File: src/rtl/mmio_host_requester.sv
// Host-side MMIO initiator: turns a local command stream into MMIO write/read
// request pulses, matches read responses by TID and reports data, timeout or error.
module mmio_host_requester #(
  parameter int ADDR_W         = 16,
  parameter int DATA_W         = 64,
  parameter int TID_W          = 9,
  parameter int TIMEOUT_CYCLES = 256
) (
  input  logic              clk,
  input  logic              rst,
  input  logic              cmd_valid,
  output logic              cmd_ready,
  input  logic              cmd_is_write,
  input  logic [ADDR_W-1:0] cmd_addr,
  input  logic [DATA_W-1:0] cmd_wdata,
  output logic              mmio_wr_valid,
  output logic              mmio_rd_valid,
  output logic [ADDR_W-1:0] mmio_addr,
  output logic [TID_W-1:0]  mmio_tid,
  output logic [DATA_W-1:0] mmio_wdata,
  input  logic              rsp_in_valid,
  input  logic [TID_W-1:0]  rsp_in_tid,
  input  logic [DATA_W-1:0] rsp_in_data,
  output logic              wr_done,
  output logic              rd_done,
  output logic [DATA_W-1:0] rd_data,
  output logic              rd_timeout,
  output logic              cmd_err,
  output logic [7:0]        stale_cnt
);

  localparam int CNT_W = $clog2(TIMEOUT_CYCLES);
  localparam logic [CNT_W-1:0] TO_LAST = CNT_W'(TIMEOUT_CYCLES - 1);

  typedef enum logic [2:0] {
    IDLE     = 3'd0,
    ISSUE_WR = 3'd1,
    ISSUE_RD = 3'd2,
    WAIT_RD  = 3'd3,
    ERR      = 3'd4
  } state_t;

  state_t r_state, w_next;

  logic              r_cmd_ready;
  logic              r_wr_valid, r_rd_valid, r_wr_done, r_rd_done;
  logic              r_rd_timeout, r_cmd_err;
  logic [ADDR_W-1:0] r_addr;
  logic [TID_W-1:0]  r_mmio_tid, r_tid, r_exp_tid;
  logic [DATA_W-1:0] r_wdata, r_rd_data;
  logic [CNT_W-1:0]  r_cnt;
  logic [7:0]        r_stale;

  logic w_accept, w_match, w_timeout, w_stale;

  assign w_accept  = cmd_valid && r_cmd_ready;
  assign w_match   = (r_state == WAIT_RD) && rsp_in_valid && (rsp_in_tid == r_exp_tid);
  // A matching response in the final wait cycle takes priority over the timeout.
  assign w_timeout = (r_state == WAIT_RD) && !w_match && (r_cnt == TO_LAST);
  assign w_stale   = rsp_in_valid && !w_match;

  always_comb begin
    w_next = r_state;
    case (r_state)
      IDLE: begin
        if (w_accept) begin
          if (cmd_addr[0])       w_next = ERR;
          else if (cmd_is_write) w_next = ISSUE_WR;
          else                   w_next = ISSUE_RD;
        end
      end
      ISSUE_WR: w_next = IDLE;
      ISSUE_RD: w_next = WAIT_RD;
      WAIT_RD:  if (w_match || w_timeout) w_next = IDLE;
      ERR:      w_next = IDLE;
      default:  w_next = IDLE;
    endcase
  end

  // Request outputs are loaded on the accepting edge so the pulse lines up
  // with the cycle spent in ISSUE_*; the TID advances as that state is left.
  always_ff @(posedge clk) begin
    if (rst) begin
      r_state      <= IDLE;
      r_cmd_ready  <= 1'b0;
      r_wr_valid   <= 1'b0;
      r_rd_valid   <= 1'b0;
      r_wr_done    <= 1'b0;
      r_rd_done    <= 1'b0;
      r_rd_timeout <= 1'b0;
      r_cmd_err    <= 1'b0;
      r_addr       <= '0;
      r_mmio_tid   <= '0;
      r_tid        <= '0;
      r_exp_tid    <= '0;
      r_wdata      <= '0;
      r_rd_data    <= '0;
      r_cnt        <= '0;
      r_stale      <= '0;
    end else begin
      r_state      <= w_next;
      r_cmd_ready  <= (w_next == IDLE);
      r_wr_valid   <= 1'b0;
      r_rd_valid   <= 1'b0;
      r_wr_done    <= 1'b0;
      r_rd_done    <= 1'b0;
      r_rd_timeout <= 1'b0;
      r_cmd_err    <= 1'b0;

      if (w_accept) begin
        if (cmd_addr[0]) begin
          r_cmd_err <= 1'b1;
        end else begin
          r_addr     <= cmd_addr;
          r_mmio_tid <= r_tid;
          if (cmd_is_write) begin
            r_wr_valid <= 1'b1;
            r_wr_done  <= 1'b1;
            r_wdata    <= cmd_wdata;
          end else begin
            r_rd_valid <= 1'b1;
            r_exp_tid  <= r_tid;
          end
        end
      end

      if (r_state == ISSUE_WR || r_state == ISSUE_RD)
        r_tid <= r_tid + 1'b1;

      if (r_state == ISSUE_RD)
        r_cnt <= '0;
      else if (r_state == WAIT_RD)
        r_cnt <= r_cnt + 1'b1;

      if (w_match) begin
        r_rd_done    <= 1'b1;
        r_rd_data    <= rsp_in_data;
        r_rd_timeout <= 1'b0;
      end else if (w_timeout) begin
        r_rd_done    <= 1'b1;
        r_rd_data    <= '0;
        r_rd_timeout <= 1'b1;
      end

      if (w_stale && (r_stale != 8'hFF))
        r_stale <= r_stale + 1'b1;
    end
  end

  assign cmd_ready     = r_cmd_ready;
  assign mmio_wr_valid = r_wr_valid;
  assign mmio_rd_valid = r_rd_valid;
  assign mmio_addr     = r_addr;
  assign mmio_tid      = r_mmio_tid;
  assign mmio_wdata    = r_wdata;
  assign wr_done       = r_wr_done;
  assign rd_done       = r_rd_done;
  assign rd_data       = r_rd_data;
  assign rd_timeout    = r_rd_timeout;
  assign cmd_err       = r_cmd_err;
  assign stale_cnt     = r_stale;

endmodule
File: config.mk
export PLATFORM = sky130hd
export DESIGN_NAME = mmio_host_requester
export DESIGN_NICKNAME = d
export VERILOG_FILES = /design/src/rtl/mmio_host_requester.sv
export SDC_FILE = /design/constraint.sdc
export NUM_CORES = 1
export LEC_CHECK = 0
export ABC_CLOCK_PERIOD_IN_PS = 1700
export CORE_ASPECT_RATIO = 0.75
export CORE_MARGIN = 5
export CORE_UTILIZATION = 40
export CTS_BUF_LIST = sky130_fd_sc_hd__clkbuf_4 sky130_fd_sc_hd__clkbuf_8
export DETAILED_ROUTE_END_ITERATION = 12
export PLACE_DENSITY = 0.79
export REMOVE_ABC_BUFFERS = 1
export SYNTH_ARGS = -nofsm -noshare
export SYNTH_HDL_FRONTEND = slang
export SYNTH_SLANG_ARGS = --single-unit
File: constraint.sdc
create_clock -name clk -period 1.7 [get_ports clk]
set_input_delay 0.17 -clock clk [delete_from_list [all_inputs] [get_ports clk]]
set_output_delay 0.17 -clock clk [all_outputs]
set_load 0.02 [all_outputs]
==> run metrics <==
num rows 43; clock transition at the registers of the reported paths 0.11 ns; largest area contributor in the netlist dfxtp_1; final core occ 0.635; I/O pin count 326; critical path class reg2reg; CP required 2.05 ns; pre-CTS setup slack -0.284 ns; Synth Area in Compound Gates 0.152; Critical Path, Cell by Cell xnor2_1 -> nand4_1 -> nor4_4 -> buf_12 -> buf_12 -> nand3b_1 -> o41ai_1; register cell area after layout 3910 um2; Synth Area in Adders 0.00490; Peak Freq 0.585 GHz; Synth top area share 0.509; # setup viols final 2; Worst slew margin 0.561; distinct cell type count after synthesis 39; Final Skew 0.0210 ns; CP max stage delay 0.34 ns; final hold vios 0; crit-path most repeated cell buf_12; n_diodes 0; Num CTS Buffers 17; multi-input combinational cell area 3220 um2; input/output buffers 324; NumNets Final 1376; unrepaired setup endpoints after global routing true; Starting Density 0.411; top_reg_cell synth dfxtp_1; Critical-path top delay cell dfxtp_1; RD Place Congestion 0.846; Core ar. 18700 um2; mean post-synth cell area 8.55 um2; vias post-DR 7300; Avg WL per Cell 15.3 um; DIE AREA 22100 um2; final period utilization 1.01; Tmin final 1.71 ns; Routed Antenna Nets 0; GRT Total Usage 0.198; die height 130 um; Slew Viols, Final 0; Post-Route WL 22.6 mm; CTS tree yes; Fillers 1552; Mapped Cells 897; Clock Path Buffers 2; Leakage Power 4.27 nW; number of flops mapped to enable cells by yosys 0; pwr/cell area 717 nW/um2; measured slew at the worst slew-check pin 0.658 ns; drt drc 0; die width 170 um; Post-DP HPWL 16.6 mm; combinational family with the most area after synthesis simple AND/OR/NAND/NOR gates; drt first pass iters 5; WP data arrival 2.06 ns; failing checks setup timing; area growth from synthesis to layout 54.6%; total clock sinks 195; CTS H-tree lvls 4; crit end category register; critical path startpoint category register; most frequent cells in the layout clkdlybuf4s50_1 (306), nand2_1 (203), dfxtp_1 (192); synthesized area 7670 um2; Via-to-Cell Ratio 4.95; status finished, violations left; vias in the first global route 6960; first-pass GRT wire length 35.4 mm; maximum VDD drop 0.492 mV; layout cells sized above 1 0.0831; largest net degree at the start of global routing 98; Worst Hold Margin 0.189 ns; GR Overflow Total 0; initial antenna violation count 0; MaxCap Viol Count 0; clock latency at the later pin of the worst-skew pair 0.46 ns; ys async rst share 0; hold buffer count at CTS 0; clock root buffer clkbuf_8; cells taking the most area after synthesis dfxtp_1 (51%), nand2_1 (10%), o41ai_1 (7.3%); most common cell after layout, fill and taps aside clkdlybuf4s50_1; initial drt markers 504; crit-path max FO 32; sequential area share after synthesis 0.509; xor/xnor share of the synthesized area 0.0251; Syn. warnings 0; Min-Delay Path Class in2reg; simple-gate share of the synthesized area 0.226; mux cell area share after synthesis 0.00571; flops & latches, synth 195; Final WS setup -0.00980 ns
-- per-stage QoR --
step	instances	setup TNS [ns]	cell area [um2]	power (mW)
finish	1475	-0.0136	11900	8.50
global route	1475	-3.38	11900	8.86
CTS	1474	-0.0272	11800	8.60
detailed placement	1441	-16.72	11400	5.63
global placement	1441	-18.03	11400	5.62
floorplan	824	-248.17	7330	4.98
-- logic make-up (layout without fill, tap and decap cells) --
kind of cell	after synthesis	after routing
AO/OA/AOI/OAI	180	180
XOR/XNOR	22	22
adder cells (fa/ha/maj)	3	3
buffers and inverters	141	472
flip-flops	195	195
multiplexers	4	4
other	1	1
AND/OR/NAND/NOR	351	351
-- layer usage --
layer,wire [um],global-route usage
met3,2280,0.0848
met4,325,0.0549
met1,9500,0.237
met2,10500,0.329
met5,0,0
-- worst max-delay path, delay by kind of cell (launching register included) --
family,cells,cell delay (ns)
simple gates,3,0.63
compound gates,1,0.07
xor+xnor,1,0.16
buf+inv,2,0.37
flops,1,0.34
-- repair_timing --
action / CTS / global route
buffers inserted: 1 / 1
resized for setup: 8 / 22
gates cloned: 0 / 0
pin swaps: 1 / 15
endpoints found under the setup margin: 15 / 79
-- registers in the layout, summed over array words and instances, names as in the netlist, 3 cells and up --
register	count
r_exp_tid	9
r_state	3
mmio_tid	9
mmio_wdata	64
stale_cnt	8
rd_data	64
r_tid	9
mmio_addr	15
r_cnt	8
-- synthesized netlist by cell type, types with 5 or more instances --
cell type and count:
clkbuf_1 44, nand3b_1 64, dfxtp_1 195, nand2_1 204, nor2b_1 5, nand3_1 8, nand4_1 10, nor2_1 26
buf_2 16, xor2_1 8, inv_1 68, a21oi_1 105, and3_1 6, buf_4 11, or3_1 5, xnor2_1 14
o41ai_1 64
-- worst paths after layout --
kind                        from              to  slack, ns  cells past startpoint
hold reg to reg   mmio_wdata[63]  mmio_wdata[63]       0.46                      2
setup reg to reg    r_exp_tid[7]      rd_data[4]      -0.01                      7
hold / removal               rst    stale_cnt[2]       0.19                      2
setup / recovery    r_exp_tid[7]      rd_data[4]      -0.01                      7
-- power by group --
part	internal [mW]	leakage (nW)	total [mW]	switching (mW)
clock network	1.23	0.198	2.98	1.75
registers	4.62	1.58	4.65	0.0319
logic	0.513	2.50	0.871	0.358
-- area by class of cell --
type | instances | share of cell area
Clock buffer | 18 | 0.0204
Clock inverter | 14 | 0.0120
Inverter | 68 | 0.0215
Multi-Input combinational cell | 561 | 0.272
Sequential cell | 195 | 0.330
Tap cell | 247 | 0.0261
Timing Repair Buffer | 372 | 0.318
No activity file was read; power rests on OpenSTA's default activity.
